### src/rtl/r8051_uart_pkg.sv
// Shared constants and state types for the 8051-style serial port.
package r8051_pkg;

    localparam logic [7:0] SCON_ADDR = 8'h98;
    localparam logic [7:0] SBUF_ADDR = 8'h99;

    // SCON bit positions
    localparam int SCON_RI  = 0;
    localparam int SCON_TI  = 1;
    localparam int SCON_RB8 = 2;
    localparam int SCON_TB8 = 3;
    localparam int SCON_REN = 4;
    localparam int SCON_SM2 = 5;
    localparam int SCON_SM1 = 6;
    localparam int SCON_SM0 = 7;

    typedef enum logic [1:0] {
        TX_IDLE  = 2'd0,
        TX_START = 2'd1,
        TX_DATA  = 2'd2,
        TX_STOP  = 2'd3
    } tx_state_t;

    typedef enum logic [1:0] {
        RX_IDLE  = 2'd0,
        RX_START = 2'd1,
        RX_DATA  = 2'd2,
        RX_STOP  = 2'd3
    } rx_state_t;

endpackage

### src/rtl/r8051_uart_if.sv
// CPU SFR bus as seen by the serial port: read strobe/address/data and write strobe/address/data.
interface r8051_uart_if;
    logic        ram_rd_en_sfr;
    logic [15:0] ram_rd_addr;
    logic [7:0]  ram_rd_byte;
    logic        ram_rd_hit;
    logic        ram_wr_en_sfr;
    logic [15:0] ram_wr_addr;
    logic [7:0]  ram_wr_byte;

    modport master (
        output ram_rd_en_sfr, ram_rd_addr, ram_wr_en_sfr, ram_wr_addr, ram_wr_byte,
        input  ram_rd_byte, ram_rd_hit
    );

    modport slave (
        input  ram_rd_en_sfr, ram_rd_addr, ram_wr_en_sfr, ram_wr_addr, ram_wr_byte,
        output ram_rd_byte, ram_rd_hit
    );
endinterface

### src/rtl/r8051_uart_rx.sv
// Receiver: 2-flop synchronizer, start-edge detect, mid-bit sampler and RX FSM.
//
// state    | meaning
// RX_IDLE  | waiting for a synchronized falling edge with REN=1
// RX_START | timing the start bit; a high mid-bit sample rejects it as a glitch
// RX_DATA  | sampling 8 data bits LSB first
// RX_STOP  | waiting for the stop-bit sample, then back to idle at once
module r8051_uart_rx
    import r8051_pkg::*;
#(
    parameter int BAUD_DIV = 868
) (
    input  logic       clk,
    input  logic       rst,
    input  logic       i_rxd,
    input  logic       i_ren,
    input  logic       i_ri,
    output logic       o_load,
    output logic [7:0] o_data,
    output logic       o_rb8
);
    localparam logic [15:0] LP_DIV_M1 = 16'(BAUD_DIV - 1);
    localparam logic [15:0] LP_HALF   = 16'(BAUD_DIV / 2);

    logic        r_sync1;
    logic        r_sync2;
    logic        r_sync_prev;
    rx_state_t   r_state;
    logic [15:0] r_cnt;
    logic [2:0]  r_bit;
    logic [7:0]  r_shift;

    logic w_fall;
    logic w_sample;
    logic w_bit_end;

    assign w_fall    = r_sync_prev & ~r_sync2;
    assign w_sample  = (r_cnt == LP_HALF);
    assign w_bit_end = (r_cnt == LP_DIV_M1);

    // Frame complete: stop-bit sample point, receiver still enabled, RI free.
    assign o_load = (r_state == RX_STOP) && w_sample && i_ren && !i_ri;
    assign o_data = r_shift;
    assign o_rb8  = r_sync2;

    // Synchronizer plus one extra stage for falling-edge detection; all idle high.
    always_ff @(posedge clk or negedge rst) begin
        if (!rst) begin
            r_sync1     <= 1'b1;
            r_sync2     <= 1'b1;
            r_sync_prev <= 1'b1;
        end else begin
            r_sync1     <= i_rxd;
            r_sync2     <= r_sync1;
            r_sync_prev <= r_sync2;
        end
    end

    // RX FSM with per-bit counter; clearing REN aborts to idle from any state.
    always_ff @(posedge clk or negedge rst) begin
        if (!rst) begin
            r_state <= RX_IDLE;
            r_cnt   <= 16'd0;
            r_bit   <= 3'd0;
            r_shift <= 8'h00;
        end else if (!i_ren) begin
            r_state <= RX_IDLE;
            r_cnt   <= 16'd0;
            r_bit   <= 3'd0;
        end else begin
            case (r_state)
                RX_IDLE: begin
                    r_cnt <= 16'd0;
                    if (w_fall) begin
                        r_state <= RX_START;
                    end
                end
                RX_START: begin
                    if (w_sample && r_sync2) begin
                        r_state <= RX_IDLE;
                        r_cnt   <= 16'd0;
                    end else if (w_bit_end) begin
                        r_state <= RX_DATA;
                        r_cnt   <= 16'd0;
                        r_bit   <= 3'd0;
                    end else begin
                        r_cnt <= r_cnt + 16'd1;
                    end
                end
                RX_DATA: begin
                    if (w_sample) begin
                        r_shift <= {r_sync2, r_shift[7:1]};
                    end
                    if (w_bit_end) begin
                        r_cnt <= 16'd0;
                        if (r_bit == 3'd7) begin
                            r_state <= RX_STOP;
                        end else begin
                            r_bit <= r_bit + 3'd1;
                        end
                    end else begin
                        r_cnt <= r_cnt + 16'd1;
                    end
                end
                RX_STOP: begin
                    if (w_sample) begin
                        r_state <= RX_IDLE;
                        r_cnt   <= 16'd0;
                    end else begin
                        r_cnt <= r_cnt + 16'd1;
                    end
                end
                default: begin
                    r_state <= RX_IDLE;
                    r_cnt   <= 16'd0;
                end
            endcase
        end
    end

endmodule

### src/rtl/r8051_uart.sv
// 8051 mode-1 serial port: SCON/SBUF SFRs, transmitter and receiver instance.
//
// state    | meaning
// TX_IDLE  | txd high, waiting for an SBUF write
// TX_START | driving the start bit (0)
// TX_DATA  | shifting 8 data bits LSB first
// TX_STOP  | driving the stop bit (1); TI set on its last cycle
module r8051_uart
    import r8051_pkg::*;
#(
    parameter int BAUD_DIV = 868
) (
    input  logic        clk,
    input  logic        rst,
    r8051_uart_if.slave bus,
    input  logic        uart_rxd,
    output logic        uart_txd,
    output logic        uart_irq
);
    localparam logic [15:0] LP_DIV_M1 = 16'(BAUD_DIV - 1);

    logic [7:0]  r_scon;
    logic [7:0]  r_sbuf_rx;
    logic [7:0]  r_tx_shift;
    logic [7:0]  r_rd_byte;
    logic        r_rd_hit;
    logic        r_txd;
    logic        r_irq;
    tx_state_t   r_tx_state;
    logic [15:0] r_tx_cnt;
    logic [2:0]  r_tx_bit;

    logic       w_scon_wr;
    logic       w_sbuf_wr;
    logic       w_scon_rd;
    logic       w_sbuf_rd;
    logic       w_tx_cnt_end;
    logic       w_tx_done;
    logic       w_rx_load;
    logic       w_rx_rb8;
    logic [7:0] w_rx_data;
    logic [7:0] w_scon_next;
    logic       w_unused_addr_hi;

    assign w_scon_wr    = bus.ram_wr_en_sfr && (bus.ram_wr_addr[7:0] == SCON_ADDR);
    assign w_sbuf_wr    = bus.ram_wr_en_sfr && (bus.ram_wr_addr[7:0] == SBUF_ADDR);
    assign w_scon_rd    = (bus.ram_rd_addr[7:0] == SCON_ADDR);
    assign w_sbuf_rd    = (bus.ram_rd_addr[7:0] == SBUF_ADDR);
    assign w_tx_cnt_end = (r_tx_cnt == LP_DIV_M1);
    assign w_tx_done    = (r_tx_state == TX_STOP) && w_tx_cnt_end;

    // Only the low address byte selects an SFR.
    assign w_unused_addr_hi = ^{bus.ram_rd_addr[15:8], bus.ram_wr_addr[15:8]};

    assign bus.ram_rd_byte = r_rd_byte;
    assign bus.ram_rd_hit  = r_rd_hit;
    assign uart_txd        = r_txd;
    assign uart_irq        = r_irq;

    r8051_uart_rx #(
        .BAUD_DIV (BAUD_DIV)
    ) u_rx (
        .clk    (clk),
        .rst    (rst),
        .i_rxd  (uart_rxd),
        .i_ren  (r_scon[SCON_REN]),
        .i_ri   (r_scon[SCON_RI]),
        .o_load (w_rx_load),
        .o_data (w_rx_data),
        .o_rb8  (w_rx_rb8)
    );

    // Next SCON: CPU write first, hardware flag sets layered on top so they win.
    always_comb begin
        w_scon_next = r_scon;
        if (w_scon_wr) begin
            w_scon_next = bus.ram_wr_byte;
        end
        if (w_tx_done) begin
            w_scon_next[SCON_TI] = 1'b1;
        end
        if (w_rx_load) begin
            w_scon_next[SCON_RI]  = 1'b1;
            w_scon_next[SCON_RB8] = w_rx_rb8;
        end
    end

    // SCON, receive holding register and interrupt; irq tracks the flags in the same cycle.
    always_ff @(posedge clk or negedge rst) begin
        if (!rst) begin
            r_scon    <= 8'h00;
            r_sbuf_rx <= 8'h00;
            r_irq     <= 1'b0;
        end else begin
            r_scon <= w_scon_next;
            r_irq  <= w_scon_next[SCON_TI] | w_scon_next[SCON_RI];
            if (w_rx_load) begin
                r_sbuf_rx <= w_rx_data;
            end
        end
    end

    // Registered SFR read port; data holds between strobes.
    always_ff @(posedge clk or negedge rst) begin
        if (!rst) begin
            r_rd_byte <= 8'h00;
            r_rd_hit  <= 1'b0;
        end else if (bus.ram_rd_en_sfr) begin
            if (w_scon_rd) begin
                r_rd_byte <= r_scon;
                r_rd_hit  <= 1'b1;
            end else if (w_sbuf_rd) begin
                r_rd_byte <= r_sbuf_rx;
                r_rd_hit  <= 1'b1;
            end else begin
                r_rd_byte <= 8'h00;
                r_rd_hit  <= 1'b0;
            end
        end
    end

    // TX FSM; txd is registered alongside the state so it moves with each transition.
    always_ff @(posedge clk or negedge rst) begin
        if (!rst) begin
            r_tx_state <= TX_IDLE;
            r_tx_cnt   <= 16'd0;
            r_tx_bit   <= 3'd0;
            r_tx_shift <= 8'h00;
            r_txd      <= 1'b1;
        end else begin
            case (r_tx_state)
                TX_IDLE: begin
                    r_tx_cnt <= 16'd0;
                    r_txd    <= 1'b1;
                    if (w_sbuf_wr) begin
                        r_tx_state <= TX_START;
                        r_tx_shift <= bus.ram_wr_byte;
                        r_txd      <= 1'b0;
                    end
                end
                TX_START: begin
                    if (w_tx_cnt_end) begin
                        r_tx_state <= TX_DATA;
                        r_tx_cnt   <= 16'd0;
                        r_tx_bit   <= 3'd0;
                        r_txd      <= r_tx_shift[0];
                    end else begin
                        r_tx_cnt <= r_tx_cnt + 16'd1;
                    end
                end
                TX_DATA: begin
                    if (w_tx_cnt_end) begin
                        r_tx_cnt <= 16'd0;
                        if (r_tx_bit == 3'd7) begin
                            r_tx_state <= TX_STOP;
                            r_txd      <= 1'b1;
                        end else begin
                            r_tx_bit   <= r_tx_bit + 3'd1;
                            r_tx_shift <= {1'b0, r_tx_shift[7:1]};
                            r_txd      <= r_tx_shift[1];
                        end
                    end else begin
                        r_tx_cnt <= r_tx_cnt + 16'd1;
                    end
                end
                TX_STOP: begin
                    if (w_tx_cnt_end) begin
                        r_tx_state <= TX_IDLE;
                        r_tx_cnt   <= 16'd0;
                    end else begin
                        r_tx_cnt <= r_tx_cnt + 16'd1;
                    end
                end
                default: begin
                    r_tx_state <= TX_IDLE;
                    r_tx_cnt   <= 16'd0;
                    r_txd      <= 1'b1;
                end
            endcase
        end
    end

endmodule

### src/flat_wrapper.sv
// flat-port wrapper written by rule: the top's interface ports become plain ports
module r8051_uart_flat import r8051_pkg::*;
#(
    parameter int BAUD_DIV = 868
)
  (clk, rst, uart_rxd, uart_txd, uart_irq, bus_ram_rd_en_sfr, bus_ram_rd_addr, bus_ram_wr_en_sfr, bus_ram_wr_addr, bus_ram_wr_byte, bus_ram_rd_byte, bus_ram_rd_hit);
  r8051_uart_if bus_i ();
  input  logic clk;
  input  logic rst;
  input  logic uart_rxd;
  output logic uart_txd;
  output logic uart_irq;
  input wire logic [$bits(bus_i.ram_rd_en_sfr)-1:0] bus_ram_rd_en_sfr;
  input wire logic [$bits(bus_i.ram_rd_addr)-1:0] bus_ram_rd_addr;
  input wire logic [$bits(bus_i.ram_wr_en_sfr)-1:0] bus_ram_wr_en_sfr;
  input wire logic [$bits(bus_i.ram_wr_addr)-1:0] bus_ram_wr_addr;
  input wire logic [$bits(bus_i.ram_wr_byte)-1:0] bus_ram_wr_byte;
  output wire logic [$bits(bus_i.ram_rd_byte)-1:0] bus_ram_rd_byte;
  output wire logic [$bits(bus_i.ram_rd_hit)-1:0] bus_ram_rd_hit;
  assign bus_i.ram_rd_en_sfr = bus_ram_rd_en_sfr;
  assign bus_i.ram_rd_addr = bus_ram_rd_addr;
  assign bus_i.ram_wr_en_sfr = bus_ram_wr_en_sfr;
  assign bus_i.ram_wr_addr = bus_ram_wr_addr;
  assign bus_i.ram_wr_byte = bus_ram_wr_byte;
  assign bus_ram_rd_byte = bus_i.ram_rd_byte;
  assign bus_ram_rd_hit = bus_i.ram_rd_hit;
  r8051_uart #(.BAUD_DIV(BAUD_DIV)) u_core (.clk(clk), .rst(rst), .bus(bus_i), .uart_rxd(uart_rxd), .uart_txd(uart_txd), .uart_irq(uart_irq));
endmodule
### config.mk
export PLATFORM = sky130hd
export DESIGN_NAME = r8051_uart_flat
export DESIGN_NICKNAME = d
export VERILOG_FILES = /design/src/rtl/r8051_uart_pkg.sv /design/src/rtl/r8051_uart_if.sv /design/src/rtl/r8051_uart_rx.sv /design/src/rtl/r8051_uart.sv /design/src/flat_wrapper.sv
export SDC_FILE = /design/constraint.sdc
export NUM_CORES = 1
export LEC_CHECK = 0
export CAP_MARGIN = 10
export CELL_PAD_IN_SITES_DETAIL_PLACEMENT = 1
export CELL_PAD_IN_SITES_GLOBAL_PLACEMENT = 1
export CORE_MARGIN = 5
export CORE_UTILIZATION = 30
export CTS_BUF_LIST = sky130_fd_sc_hd__clkbuf_4 sky130_fd_sc_hd__clkbuf_8
export CTS_CLUSTER_DIAMETER = 120
export CTS_CLUSTER_SIZE = 8
export DETAILED_ROUTE_END_ITERATION = 6
export PLACE_DENSITY_LB_ADDON = 0.1
export SYNTH_ARGS = -nofsm -noshare
export SYNTH_HDL_FRONTEND = slang
export SYNTH_SLANG_ARGS = --single-unit
### constraint.sdc
create_clock -name clk -period 2.63 [get_ports clk]
set_input_delay 0.526 -clock clk [delete_from_list [all_inputs] [get_ports clk]]
set_output_delay 0.526 -clock clk [all_outputs]
set_load 0.05 [all_outputs]
==> results.json <==
{
  "instances_no_fill": 619,
  "hold_buffers": 0,
  "syn_area_per_cell_um2": 11.3,
  "slew_headroom_pct": 56.2,
  "synthMuxAreaShare_pct": 13.4,
  "synth_seq_cells": 88,
  "period_share_pct": 92.1,
  "cts-buffers-inserted": 9,
  "synthArstFlopShare_pct": 100,
  "start_util_pct": 30.1,
  "clock-root-buffer": "clkbuf_8",
  "cts.sinks": 88,
  "dpl.hpwl_um": 6940,
  "synthAdderAreaFrac_pct": 4.91,
  "worstSkewPairLatency_ps": 370,
  "synthTopCellsByArea": "dfrtp_1 49%, mux2_2 8.1%, ha_1 4.9%",
  "post_drt_wl_per_cell_um": 15.7,
  "worst_slew_pin_slew_ps": 657,
  "gp_congestion": 0.708,
  "yosys.area_share.xor_xnor_pct": 5.66,
  "path_buf_inv": 0,
  "path_max_fanout": 8,
  "yosys.area.top_type": "dfrtp_1",
  "drive_above_1_share_pct": 17.9,
  "max_cap_viol_count": 0,
  "synthCells": 384,
  "cts_buffer_depth": 2,
  "synth_top_area_share_pct": 48.5,
  "antenna_cells": 0,
  "die_h_um": 130,
  "die_area_mm2": 0.0169,
  "track_usage_pct": 12.4,
  "grt_max_degree": 47,
  "crit_family": "simple AND/OR/NAND/NOR gates",
  "dr_total_vias": 2946,
  "critPathArrivalTime_ps": 2680,
  "synth_cell_types": 49,
  "power_density_mw_per_mm2": 664,
  "final_common_cell": "dfrtp_1",
  "io_pins": 56,
  "p_leak_nw": 2.22,
  "synth_fp_nets": 446,
  "cp.required_ps": 2890,
  "clkTransAtPathRegs_ps": 90,
  "wirelength_um": 9700,
  "synth_edf_count": 0,
  "overflow": 0,
  "ant_nets": 0,
  "synth_top_family_by_area": "simple AND/OR/NAND/NOR gates",
  "clock.fmax_ghz": 0.413,
  "grt_pass1_vias": 3252,
  "nets": 493,
  "grt_antenna_before_repair": 0,
  "cpPeakStageDelay_ps": 500,
  "synth-seq-area-share_pct": 51.0,
  "syn_area_mm2": 0.00433,
  "vias_per_cell": 4.76,
  "layout_common_cells": "84 x dfrtp_1, 43 x nor2_1, 38 x clkdlybuf4s50_1",
  "dp.cells": 604,
  "synth-compound-area-share_pct": 5.55,
  "hold_class": "in -> async",
  "drv_slew": 0,
  "grt_pass1_wl_um": 16400,
  "drc_errors": 0,
  "synthSimpleGateAreaFrac_pct": 16.4,
  "path_class": "reg -> reg",
  "drtIter0Drc": 100,
  "rsz0062_at_grt": "false",
  "post-route-util_pct": 35.9,
  "nFillCells": 1581,
  "cts_tree": "done",
  "core_area_mm2": 0.0144,
  "finalHoldViolations": 0,
  "fin_skew_ps": 9.12,
  "yosys_warnings": 0,
  "num_rows": 44,
  "cp-start-kind": "flip-flop",
  "cts_setup_buffers": 0,
  "period_minus_slack_ps": 2420,
  "syn_to_final_growth_pct": 19.0,
  "slowest_stage": "a211o_1",
  "path_cells": "ha_1, nor3b_1, and4_1, nand2b_4, a211o_1, mux2_4",
  "die_w_um": 130,
  "status": "finished, final reports clean",
  "synthFlopType": "dfrtp_1",
  "setup.worst_path.end_class": "flip-flop",
  "ctsResizeCount": 0,
  "first_pass_iters": 4,
  "setup_viol": 0,
  "htreeDepth": 3,
  "peakVddDrop_v": 0.000259,
  "io_buffer_count": 39
}
==> cell families after synthesis <==
group,after synthesis
DFF,88
muxes,50
AOI/OAI and AO/OA,33
buffers and inverters,32
and+or+nand+nor,136
xor gates and xnor gates,28
adders and majority gates,17
==> registers in the layout (all words and copies together), names as in the netlist, 3 cells and up <==
| signal | cells |
|---|---|
| u_core.r_sbuf_rx | 8 |
| u_core.r_tx_bit | 3 |
| u_core.r_scon | 8 |
| u_core.bus.ram_rd_byte | 8 |
| u_core.r_tx_cnt | 16 |
| u_core.r_tx_shift | 8 |
| u_core.u_rx.r_cnt | 16 |
| u_core.u_rx.o_data | 8 |
| u_core.u_rx.r_bit | 3 |
==> layer usage <==
metal	vias to the layer above	GRT usage (%)	part of all wire [%]
met5	-	0	0
met4	0	5.32	1.9
met3	15	2.66	4.5
met2	45	20.2	47
met1	1465	16.0	46
li1	1421	-	-
==> worst reg2reg max path, stage by stage, from the launching register on <==
cell and delay [ps]:
dfrtp_1 400, ha_1 280, nor3b_1 250, and4_1 410, nand2b_4 90, a211o_1 500
mux2_4 380
==> per-stage QoR <==
stage / instance area [µm²] / hold slack [ps] / power (W) / setup TNS [ps] / setup slack (ps)
2_1_floorplan: 4330 / 230 / 0.00227 / 0 / 607
3_3_place_gp: 4960 / 350 / 0.00249 / -12.7 / -2.51
3_5_place_dp: 4960 / 351 / 0.00250 / -630 / -80.9
4_1_cts: 5150 / 172 / 0.00350 / 0 / 162
5_1_grt: 5150 / 206 / 0.00365 / 0 / 38.0
6_report: 5150 / 161 / 0.00342 / 0 / 207
==> cells in the mapped netlist (all sizes together), types with 4 or more instances <==
cell,number
and4,4
nor3b,4
nand2,30
o21ai,7
a22o,5
inv,21
clkbuf,6
o22ai,8
xor2,18
nand4,4
nor4bb,4
mux2i,11
nor4,9
nand3,18
nor2,44
buf,5
dfrtp,84
xnor2,10
mux2,39
dfstp,4
ha,17
==> area by class of cell <==
class                      instances  area (µm²)  area share [%]
sequential                        88        2210            42.8
inverter                          21        78.8            1.53
clock buffer                      11         145            2.82
clock inverter                     4        45.0           0.874
tap                              184         230            4.47
multi-input combinational        264        1990            38.6
timing repair buffer              47         460            8.93
==> power breakdown <==
part	internal [W]	switching (W)	total (W)
clock	0.000466	0.000491	0.000958
sequential	0.00149	0.0000959	0.00158
combinational	0.000462	0.000420	0.000882
total	0.00242	0.00101	0.00342
==> worst paths after layout <==
check	start	to	slack, ps	cells past startpoint
max	u_core.r_tx_cnt[0]	u_core.r_tx_shift[3]	210	6
min	rst	u_core.r_tx_bit[0]	160	1
max reg2reg	u_core.r_tx_cnt[0]	u_core.r_tx_shift[3]	210	6
min reg2reg	u_core.u_rx.r_sync1	u_core.u_rx.o_rb8	360	0
max in group asynchronous	rst	u_core.u_rx.r_sync1	1790	2
min in group clk	u_core.u_rx.r_sync1	u_core.u_rx.o_rb8	360	0
Note: power is estimated with default switching activity, not from simulation.
